`src/rtl/weight_load_sched.sv`:
```
// weight_load_sched
// Sequences weight tiles from the weight SRAM into the weight FIFO. Each
// tile is SYS_ROW consecutive rows. The FIFO write strobe trails the SRAM
// reads by RD_LAT cycles. The tile is held until the systolic array asks
// for it, and then the FIFO output controller is started.
//
// Ports
//   clk, rstn            clock, synchronous active-low reset
//   cmd_valid_i/_ready_o load command handshake
//   cmd_base_addr_i      SRAM address of row 0, tile 0
//   cmd_num_tiles_i      number of tiles to load (0 = complete at once)
//   sram_ren_o/raddr_o   SRAM read port
//   fifo_wr_o            weight FIFO write strobe (read data valid)
//   drain_req_i          array ready to take the next tile
//   out_en_o/out_done_i  output controller start pulse / completion
//   busy_o               not idle
//   tile_done_o          one pulse per completed tile
//   all_done_o           one pulse per completed command
//
// state    | meaning
// IDLE     | ready for a command
// FILL     | issuing SYS_ROW row reads for the current tile
// WAIT_LAT | letting the last RD_LAT reads land in the FIFO
// READY    | tile buffered, waiting for drain_req
// DRAIN    | output controller started, waiting for out_done
module weight_load_sched #(
  parameter int SYS_ROW        = 16,
  parameter int ADDR_WIDTH     = 12,
  parameter int RD_LAT         = 2,
  parameter int TILE_CNT_WIDTH = 8
) (
  input  logic                      clk,
  input  logic                      rstn,
  input  logic                      cmd_valid_i,
  output logic                      cmd_ready_o,
  input  logic [ADDR_WIDTH-1:0]     cmd_base_addr_i,
  input  logic [TILE_CNT_WIDTH-1:0] cmd_num_tiles_i,
  output logic                      sram_ren_o,
  output logic [ADDR_WIDTH-1:0]     sram_raddr_o,
  output logic                      fifo_wr_o,
  input  logic                      drain_req_i,
  output logic                      out_en_o,
  input  logic                      out_done_i,
  output logic                      busy_o,
  output logic                      tile_done_o,
  output logic                      all_done_o
);

  localparam int ROW_W = $clog2(SYS_ROW) + 1;
  localparam int LAT_W = $clog2(RD_LAT + 1);

  typedef enum logic [2:0] {IDLE, FILL, WAIT_LAT, READY, DRAIN} state_t;

  state_t                    state_q, state_d;
  logic [ROW_W-1:0]          row_q, row_d;
  logic [TILE_CNT_WIDTH-1:0] tile_q, tile_d, tile_nxt;
  logic [TILE_CNT_WIDTH-1:0] num_q, num_d;
  logic [LAT_W-1:0]          lat_q, lat_d;
  logic [RD_LAT-1:0]         lat_pipe_q;
  logic [ADDR_WIDTH-1:0]     sram_raddr_q, raddr_d;
  logic                      sram_ren_q, ren_d;
  logic                      cmd_ready_q, busy_q;
  logic                      out_en_q, out_en_d;
  logic                      tile_done_q, tile_done_d;
  logic                      all_done_q, all_done_d;

  assign tile_nxt = tile_q + TILE_CNT_WIDTH'(1);

  always_comb begin
    state_d     = state_q;
    row_d       = row_q;
    tile_d      = tile_q;
    num_d       = num_q;
    lat_d       = lat_q;
    raddr_d     = sram_raddr_q;
    ren_d       = 1'b0;
    out_en_d    = 1'b0;
    tile_done_d = 1'b0;
    all_done_d  = 1'b0;
    case (state_q)
      IDLE: begin
        if (cmd_valid_i && cmd_ready_q) begin
          num_d  = cmd_num_tiles_i;
          tile_d = '0;
          row_d  = '0;
          if (cmd_num_tiles_i != '0) begin
            state_d = FILL;
            ren_d   = 1'b1;
            raddr_d = cmd_base_addr_i;
          end else begin
            all_done_d = 1'b1;
          end
        end
      end
      FILL: begin
        if (row_q == ROW_W'(SYS_ROW - 1)) begin
          state_d = WAIT_LAT;
          row_d   = '0;
          lat_d   = LAT_W'(RD_LAT - 1);
        end else begin
          row_d   = row_q + ROW_W'(1);
          ren_d   = 1'b1;
          raddr_d = sram_raddr_q + ADDR_WIDTH'(1);
        end
      end
      WAIT_LAT: begin
        if (lat_q == '0) state_d = READY;
        else             lat_d   = lat_q - LAT_W'(1);
      end
      READY: begin
        if (drain_req_i) begin
          state_d  = DRAIN;
          out_en_d = 1'b1;
        end
      end
      DRAIN: begin
        // out_en_q marks the first DRAIN cycle; a done there is not credible.
        if (out_done_i && !out_en_q) begin
          tile_done_d = 1'b1;
          tile_d      = tile_nxt;
          if (tile_nxt == num_q) begin
            state_d    = IDLE;
            all_done_d = 1'b1;
          end else begin
            // Tiles are contiguous, so the next tile's row 0 directly follows
            // the last row read, i.e. base + tile_idx*SYS_ROW.
            state_d = FILL;
            ren_d   = 1'b1;
            raddr_d = sram_raddr_q + ADDR_WIDTH'(1);
          end
        end
      end
      default: state_d = IDLE;
    endcase
  end

  always_ff @(posedge clk) begin
    if (!rstn) begin
      state_q      <= IDLE;
      row_q        <= '0;
      tile_q       <= '0;
      num_q        <= '0;
      lat_q        <= '0;
      lat_pipe_q   <= '0;
      sram_raddr_q <= '0;
      sram_ren_q   <= 1'b0;
      cmd_ready_q  <= 1'b1;
      busy_q       <= 1'b0;
      out_en_q     <= 1'b0;
      tile_done_q  <= 1'b0;
      all_done_q   <= 1'b0;
    end else begin
      state_q      <= state_d;
      row_q        <= row_d;
      tile_q       <= tile_d;
      num_q        <= num_d;
      lat_q        <= lat_d;
      lat_pipe_q   <= (lat_pipe_q << 1) | RD_LAT'(sram_ren_q);
      sram_raddr_q <= raddr_d;
      sram_ren_q   <= ren_d;
      cmd_ready_q  <= (state_d == IDLE);
      busy_q       <= (state_d != IDLE);
      out_en_q     <= out_en_d;
      tile_done_q  <= tile_done_d;
      all_done_q   <= all_done_d;
    end
  end

  assign cmd_ready_o  = cmd_ready_q;
  assign busy_o       = busy_q;
  assign sram_ren_o   = sram_ren_q;
  assign sram_raddr_o = sram_raddr_q;
  assign fifo_wr_o    = lat_pipe_q[RD_LAT-1];
  assign out_en_o     = out_en_q;
  assign tile_done_o  = tile_done_q;
  assign all_done_o   = all_done_q;

endmodule
```
`config.mk`:
```
export PLATFORM = sky130hd
export DESIGN_NAME = weight_load_sched
export DESIGN_NICKNAME = d
export VERILOG_FILES = /design/src/rtl/weight_load_sched.sv
export SDC_FILE = /design/constraint.sdc
export NUM_CORES = 1
export LEC_CHECK = 0
export CAP_MARGIN = 20
export CORE_MARGIN = 4
export CORE_UTILIZATION = 36
export DETAILED_ROUTE_END_ITERATION = 6
export GPL_TIMING_DRIVEN = 0
export PLACE_DENSITY = 0.66
export SLEW_MARGIN = 5
export SYNTH_ARGS = -nofsm -noshare
export SYNTH_HDL_FRONTEND = slang
export SYNTH_SLANG_ARGS = --single-unit
```
`constraint.sdc`:
```
create_clock -name clk -period 2.75 [get_ports clk]
set_clock_uncertainty 0.15 [all_clocks]
set_input_delay 0.55 -clock clk [delete_from_list [all_inputs] [get_ports clk]]
set_output_delay 0.55 -clock clk [all_outputs]
set_load 0.005 [all_outputs]
```
==> load_flow_metrics.sql <==
INSERT INTO impl_metrics (metric_group, metric, value, unit) VALUES
('synth', 'synth_cell_types', '58', ''),
('drt', 'first_pass_iters', '4', ''),
('synth', 'mappedNetlistArea', '2660', 'um^2'),
('power', 'power.density_cell_area', '520', 'nW/um^2'),
('cts', 'cts_made_buffers', '5', ''),
('worst_setup_path', 'critical_path_cell_list', 'clkdlybuf4s50_1 > nor4_1 > a21oi_1 > o221ai_1 > nor2_1 > a22oi_1 > a31oi_1', ''),
('drt', 'num_vias', '2703', ''),
('drt', 'dr.max_layer_used', 'met4', ''),
('worst_setup_path', 'timing.critical_path.from_type', 'input port', ''),
('cts', 'cts_sinks', '46', ''),
('placed_design', 'detailed_place_hpwl', '5.43', 'mm'),
('floorplan', 'total_die_area', '8810', 'um^2'),
('synth', 'synth_largest_type_area_fraction', '34.7', '%'),
('job', 'maxCapViolations', '0', ''),
('cts', 'clk_transition_reported_paths', '90', 'ps'),
('status', 'outcome', 'finished clean', ''),
('sta', 'rsz0062_at_grt', 'false', ''),
('sta', 'clock_period_minus_final_worst_setup_slack', '2520', 'ps'),
('final_layout', 'postLayoutCellArea', '3340', 'um^2'),
('worst_setup_path', 'cell_type_of_the_slowest_stage_on_the_worst_timing_path', 'sky130_fd_sc_hd__o221ai_1', ''),
('drt', 'residual_drc', '0', ''),
('final_layout', 'post-route-util', '46.3', '%'),
('placed_design', 'post_dp_cell_area', '3200', 'um^2'),
('cts', 'clock_tree.root_cell', 'sky130_fd_sc_hd__clkbuf_8', ''),
('placed_design', 'place_ws', '-68.8', 'ps'),
('drt', 'ant_nets', '0', ''),
('synth', 'syn_area_per_cell', '7.72', 'um^2'),
('worst_setup_path', 'r2r_path_end', 'busy_o', ''),
('global_route', 'grt_antenna_before_repair', '0', ''),
('floorplan', 'fp.coreArea', '7210', 'um^2'),
('synth', 'ys_async_sr_fraction', '0', '%'),
('worst_setup_path', 'register_to_register_setup_slack', '250', 'ps'),
('worst_setup_path', 'worst_path_required_time', '2770', 'ps'),
('global_route', 'grt_max_degree', '15', ''),
('drt', 'wl_met3', '372', 'um'),
('sta', 'timing.max_slew.rel_slack', '57.6', '%'),
('cts', 'cts-htree-levels', '2', ''),
('final_layout', 'fin_nets', '422', ''),
('placed_design', 'io_buffer_count', '42', ''),
('power', 'cellLeakagePower', '1.16', 'nW'),
('final_layout', 'fillerInstances', '744', ''),
('synth', 'netlist_top_cells_area', 'sky130_fd_sc_hd__dfxtp_1 35%, sky130_fd_sc_hd__nand2_1 8.1%, sky130_fd_sc_hd__a21oi_1 7.2%', ''),
('global_route', 'grt_pass1_vias', '2497', ''),
('sta', 'max_slew.worst_pin.slew', '635', 'ps'),
('sta', 'maxSlewViolCount', '0', ''),
('worst_setup_path', 'r2r-start', 'tile_q[0]', ''),
('min_path', 'hold_path_class', 'flip-flop to flip-flop', ''),
('cts', 'clk_latency', '310', 'ps'),
('synth', 'ys.warnings.count', '0', ''),
('synth', 'synth.yosys.seq_area_share', '34.7', '%'),
('synth', 'synth_flop_cell', 'sky130_fd_sc_hd__dfxtp_1', ''),
('synth', 'synth.most_common_cell', 'sky130_fd_sc_hd__nand2_1', ''),
('sta', 'part_of_the_cycle_the_worst_path_needs', '91.6', '%'),
('worst_setup_path', 'worstRegToRegCells', '8', ''),
('global_route', 'grt_first_pass_wirelength', '12.0', 'mm'),
('sta', 'report.final.setup_viol', '0', ''),
('synth', 'synthTopCellsByCount', '57 x sky130_fd_sc_hd__nand2_1, 46 x sky130_fd_sc_hd__dfxtp_1, 38 x sky130_fd_sc_hd__a21oi_1', ''),
('worst_setup_path', 'cpLargestDelayFamily', 'compound AO/OA/AOI/OAI gates', ''),
('worst_setup_path', 'cp_num_cells', '7', ''),
('sta', 'hold_violations', '0', ''),
('drt', 'routedLengthMet1', '3.37', 'mm'),
('worst_setup_path', 'endpoint_kind', 'flip-flop', ''),
('worst_setup_path', 'path_max_fanout', '6', ''),
('floorplan', 'initial_core_util', '36.8', '%'),
('sta', 'timing.final.ws_setup', '230', 'ps'),
('floorplan', 'die_h', '93.9', 'um'),
('final_layout', 'antenna-diode-count', '0', ''),
('synth', 'synth_edf_count', '0', ''),
('worst_setup_path', 'critical_path.startpoint', 'cmd_num_tiles_i[1]', ''),
('worst_setup_path', 'worst-path-buf-inv', '1', ''),
('drt', 'routed_wirelength', '7.33', 'mm');
-- cells by family after synthesis --
family | synth area share, %
AO/OA/AOI/OAI | 26.6
XOR/XNOR | 2.31
buffers and inverters | 4.52
AND/OR/NAND/NOR | 28.8
flip-flops | 34.7
adder cells (fa/ha/maj) | 1.89
multiplexers | 1.18
-- flip-flops by register name, indices dropped and copies added, names as in the netlist --
| register | flops |
|---|---|
| tile_q | 8 |
| busy_o | 1 |
| state_q | 3 |
| lat_pipe_q | 2 |
| sram_ren_o | 1 |
| all_done_o | 1 |
| row_q | 5 |
| cmd_ready_o | 1 |
| tile_done_o | 1 |
| num_q | 8 |
| lat_q | 2 |
| out_en_o | 1 |
| sram_raddr_o | 12 |
-- layout by cell type (no fill, tap or decap), types with 3 or more instances in the layout --
cell type / Yosys / routed
sky130_fd_sc_hd__o211ai_1: 3 / 3
sky130_fd_sc_hd__o31ai_1: 3 / 3
sky130_fd_sc_hd__and3_1: 5 / 5
sky130_fd_sc_hd__nor2_1: 29 / 29
sky130_fd_sc_hd__clkdlybuf4s50_1: 0 / 42
sky130_fd_sc_hd__a21oi_1: 38 / 38
sky130_fd_sc_hd__dfxtp_1: 46 / 46
sky130_fd_sc_hd__nand4b_1: 6 / 6
sky130_fd_sc_hd__nor3_1: 6 / 6
sky130_fd_sc_hd__o21ai_0: 19 / 19
sky130_fd_sc_hd__nor4_1: 7 / 7
sky130_fd_sc_hd__or2_2: 3 / 3
sky130_fd_sc_hd__a31oi_1: 7 / 7
sky130_fd_sc_hd__nand3b_1: 6 / 6
sky130_fd_sc_hd__nor3b_1: 4 / 4
sky130_fd_sc_hd__nand2_1: 57 / 57
sky130_fd_sc_hd__clkbuf_8: 0 / 6
sky130_fd_sc_hd__xnor2_1: 6 / 6
sky130_fd_sc_hd__or3_1: 4 / 4
sky130_fd_sc_hd__o32ai_2: 4 / 4
sky130_fd_sc_hd__nand3_1: 8 / 8
sky130_fd_sc_hd__clkbuf_1: 19 / 18
sky130_fd_sc_hd__a41oi_1: 3 / 3
sky130_fd_sc_hd__ha_1: 4 / 4
sky130_fd_sc_hd__inv_1: 6 / 6
sky130_fd_sc_hd__a22oi_1: 3 / 3
sky130_fd_sc_hd__and2_1: 5 / 5
-- metrics by stage --
step / instances / total power (W) / hold WS [ps] / setup TNS [ps]
after global routing: 493 / 0.00182 / 346 / 0
after detailed placement: 485 / 0.00113 / 285 / -406
after CTS: 493 / 0.00175 / 316 / 0
after global placement: 485 / 0.00112 / 267 / -253
after floorplan: 344 / 0.000972 / 262 / 0
final: 493 / 0.00174 / 311 / 0
-- where the power goes --
part           internal, W  switching (W)
sequential        0.000706      0.0000451
clock             0.000388       0.000239
combinational     0.000176       0.000185
total              0.00127       0.000468
-- layout make-up --
| class | instances | area (um^2) | share of cell area, % |
|---|---|---|---|
| timing repair buffer | 42 | 420 | 12.6 |
| clock inverter | 2 | 60.1 | 1.80 |
| clock buffer | 6 | 82.6 | 2.47 |
| buffer | 21 | 95.1 | 2.84 |
| sequential | 46 | 921 | 27.5 |
| tap | 99 | 124 | 3.71 |
| inverter | 7 | 26.3 | 0.786 |
| multi-input combinational | 270 | 1610 | 48.3 |
-- worst min path at each step --
stage	start	endpoint	slack [ps]	cells past startpoint
after floorplan	lat_pipe_q[0]	lat_pipe_q[1]	260	1
after global placement	lat_pipe_q[0]	lat_pipe_q[1]	270	1
after detailed placement	lat_pipe_q[0]	lat_pipe_q[1]	290	1
after CTS	lat_pipe_q[0]	lat_pipe_q[1]	320	1
after global routing	lat_pipe_q[0]	lat_pipe_q[1]	350	1
final	lat_pipe_q[0]	lat_pipe_q[1]	310	1
-- what timing repair did --
item                       4_1_cts  5_1_grt
hold buffers                     0        0
resized for setup                0        2
setup endpoints to repair        0        1
-- layer usage --
layer	vias to the layer above	GRT usage, %
li1	1358	-
met1	1273	23.2
met2	64	27.4
met3	8	2.96
met4	0	5.54
met5	-	0
(Power assumes the default switching activity.)
==> RTL edit 1 (same settings) <==
Make the reset (`rstn`) asynchronous in one clocked block. Comments in the files are not updated.
--- a/src/rtl/weight_load_sched.sv
+++ b/src/rtl/weight_load_sched.sv
@@ -135,5 +135,5 @@
   end
 
-  always_ff @(posedge clk) begin
+  always_ff @(posedge clk or negedge rstn) begin
     if (!rstn) begin
       state_q      <= IDLE;
Formal check against the unedited RTL: differs if rstn is asserted again (counterexample within 4 cycles, from zero or initial values and one cycle with rstn low); with rstn held inactive, the same outputs for 10 cycles.
==> RTL edit 1 against the unedited design <==
- die area is 2.3% lower
- sequential share of layout area is 7.2 points higher
- synthesized cell count is 17% lower
- worst setup slack worse by 0.11 ns
- area after synthesis is 2.5% lower
- maximum frequency is 4.3% lower
- register-to-register slack worse by 0.13 ns
- wire length is 14% lower
- non-clock buffer count is 6 lower
- cell area is 0.90% lower
- sequential cell count stayed put
- largest cell class unchanged
Power is not compared: it rests on default switching activity, and its combinational part moved more than twofold at a synthesized area within 25%.
==> RTL edit 1: results <==
[hold_path]
worstHoldPathType = register to register
holdPathEnd = lat_pipe_q[1]
hp-start = lat_pipe_q[0]
min_path_cells = 0

[drt]
viasPerCell = 5.23
met2_length_um = 2970
vias = 2271
m1WireLength_um = 3010
wl_met3_um = 226
initialDrtViolationCount = 89
wl_um = 6310
dr.pass1.iters = 4

[logic_synthesis]
synth_flop_cell = dfrtp_1
syn_nets = 314
synth_area_leaders = dfrtp_1 43%, nand2_1 7.2%, o21ai_0 6.8%, a2bb2oi_2 3.5%, nor2_1 3.0%
synth_warnings = 0
synthTopCellsByCount = 50 x nand2_1, 45 x dfrtp_1, 35 x o21ai_0
synthArstFlopShare = 1.00
ys_seq_area_frac = 0.445
synth_cell_types = 55
synth_cells = 285

[grt]
grt_start_max_net_pins = 35
grt_pass1_wl_um = 10700
track_usage = 0.156

[final_layout]
finalNetCount = 366
n_fill_cell = 681
diodes = 0
drive_gt1_frac = 0.0888
fin_area_um2 = 3310

[cts]
root_buffer = clkbuf_8
cts-buffers-inserted = 5

[placement]
globalplace.congestion = 0.866
dp.cells = 425
dp_slack_ns = -0.182
portBuffers = 43
hpwl_um = 4760
dpl_cell_area_um2 = 3150

[pwr]
leakage_nw = 1.38
ir_drop_mv = 0.452

[worst_setup_path]
critPathLaunch = tile_q[0]
worstRegToRegCells = 8
startpoint_type = register
critical_path.max_fanout = 10
r2r-end = state_q[0]
r2r_slack_ns = 0.12
arrival_ns = 2.67

[run_status]
status = finished clean

[sta]
tightest_slew_ns = 0.672
RTL edit 1: cell count changes in the layout (fill, tap and decap cells not counted), moves of 7 or more:
cell      delta
nand2_1      -7
nor2_1       -8
clkbuf_1    -12
a21oi_1     -30
dfrtp_1     +45
dfxtp_1     -46
o21ai_0     +16
RTL edit 1: per-stage QoR:
step / hold slack (ns) / power (W)
2_1_floorplan: 0.104 / 0.00199
3_3_place_gp: 0.187 / 0.00249
3_5_place_dp: 0.190 / 0.00253
4_1_cts: 0.212 / 0.00317
5_1_grt: 0.228 / 0.00339
6_report: 0.209 / 0.00315
RTL edit 1: how the worst max path moves through the flow:
stage	end	slack [ns]	cells past startpoint
after global routing	state_q[0]	-0.07	8
after detailed placement	sram_raddr_o[5]	-0.18	7
after global placement	sram_raddr_o[4]	-0.35	1
after floorplan	sram_raddr_o[7]	0.42	7
final	state_q[0]	0.12	8
after CTS	sram_raddr_o[5]	0.08	7
RTL edit 1: per-layer routing:
metal  vias up  global-route usage
li1       1134                   -
met1      1087               0.209
met2        38               0.247
met3        12              0.0309
met4         0              0.0586
met5         -                   0
RTL edit 1: logic make-up after synthesis:
logic type	Yosys count	share of synthesized area
AO/OA/AOI/OAI	83	0.231
XOR/XNOR	9	0.0305
adder cells (fa/ha/maj)	4	0.0193
buffers and inverters	20	0.0362
flip-flops	46	0.445
multiplexers	2	0.00966
AND/OR/NAND/NOR	121	0.228
RTL edit 1: worst max-delay path: stages (launching register included):
cell      delay [ns]
dfrtp_1         0.47
ha_1            0.36
xor2_1          0.15
a211oi_1        0.24
nand4_1         0.27
a211oi_4        0.34
o21ai_2         0.18
buf_6           0.20
o21bai_1        0.15
RTL edit 1: final cells by class:
type | count | share of cell area
timing repair buffer | 45 | 0.137
buffer | 12 | 0.0193
inverter | 8 | 0.00906
clock buffer | 6 | 0.0249
multi-input combinational | 219 | 0.407
sequential | 46 | 0.348
clock inverter | 2 | 0.0181
tap | 96 | 0.0363
RTL edit 1: repair_timing:
item,4_1_cts,5_1_grt
endpoints found under the setup margin,0,6
resized for setup,0,1
endpoints found under the hold margin,12,0
hold buffers,1,0
RTL edit 1: power by group:
part	switching, W	internal (W)
Combinational	0.000696	0.000691
Sequential	0.000231	0.000902
Clock	0.000240	0.000388
==> RTL edit 2 (config.mk and constraints unchanged) <==
Without the edit above. The parameter `TILE_CNT_WIDTH` goes from 8 to 9.
--- a/src/rtl/weight_load_sched.sv
+++ b/src/rtl/weight_load_sched.sv
@@ -28,5 +28,5 @@
   parameter int ADDR_WIDTH     = 12,
   parameter int RD_LAT         = 2,
-  parameter int TILE_CNT_WIDTH = 8
+  parameter int TILE_CNT_WIDTH = 9
 ) (
   input  logic                      clk,
Ports: changed (resized cmd_num_tiles_i); port bits go from 44 to 45. The function was not compared with the original's and may differ.
==> RTL edit 2 against the unedited design <==
- power down 7.4%
- largest cell class unchanged
- wire length down 9.2%
- sequential share of layout area up 2.3 points
- global-route usage down 1.6 points
- critical path type is now register to register
- count of clock-buffer cells in the layout unchanged
- maximum frequency down 5.3%
- sequential cell count up 2
- clock power down 19%
- cell area down 3.5%
- worst setup slack worse by 0.14 ns
- area after synthesis down 4.0%
==> RTL edit 2: results <==
[run_status]
status = finished clean

[pwr]
ir_drop_mv = 0.205
p_comb_frac = 0.201
switching_share = 0.275
pwr-share-clk = 0.317
pg_comb_w = 0.000323

[sta]
relSlewSlack = 0.425

[placement]
dp_slack_ns = -0.130
globalplace.congestion = 0.838
portBuffers = 43
hpwl_um = 4930
dp.cells = 458

[final_layout]
multi_input_area_share = 0.463
finalNetCount = 401
n_fill_cell = 700
drive_gt1_frac = 0.0699
nNonClkInverters = 4
multi_input_gates = 249

[grt]
track_usage = 0.155
grt_pass1_wl_um = 10900
grt_pass1_vias = 2235
met1_usage = 0.222
use_met3 = 0.0238

[logic_synthesis]
synth_compound_area_frac = 0.232
avgSynthCellArea_um2 = 7.99
synth_adder_area_share = 0.0196
syn_nets = 349
ys_seq_area_frac = 0.377
synth_area_leaders = dfxtp_1 38%, a21oi_1 8.6%, nand2_1 5.7%, nor2_1 4.3%, nor3_1 3.1%
synth_mux_area_frac = 0.00785

[worst_setup_path]
crit_type = register to register
slowest_delay_ns = 0.40
arrival_ns = 2.70

[cts]
cts_sinks = 48

[drt]
wl_met3_um = 271
wl_um = 6650
initialDrtViolationCount = 97
==> RTL edit 2: cell count changes after synthesis, moves of 4 or more <==
cell      unedited run  this run
o32ai_1              2         6
a31oi_1              7         2
nand4b_1             6         2
nor3_1               6        16
o21ai_0             19        10
nand3_1              8        14
buf_4                0         4
a21oi_1             38        44
nand2b_1             1         5
nand2_1             57        39
clkbuf_1            19        11
o32ai_2              4         0
==> RTL edit 2: final timing paths <==
check                    end  slack (ns)  depth (start not counted)
min reg2reg    lat_pipe_q[1]        0.29                          1
max          sram_raddr_o[9]        0.09                          9
max reg2reg  sram_raddr_o[9]        0.09                          9
min            lat_pipe_q[1]        0.29                          1
==> RTL edit 2: kinds of logic (layout without fill, tap and decap cells) <==
| family | after synthesis | count (layout) |
|---|---|---|
| AOI/OAI and AO/OA | 90 | 90 |
| xor gates and xnor gates | 10 | 10 |
| adders and majority gates | 4 | 4 |
| buffers and inverters | 22 | 75 |
| DFF | 48 | 48 |
| muxes | 2 | 2 |
| and+or+nand+nor | 143 | 143 |
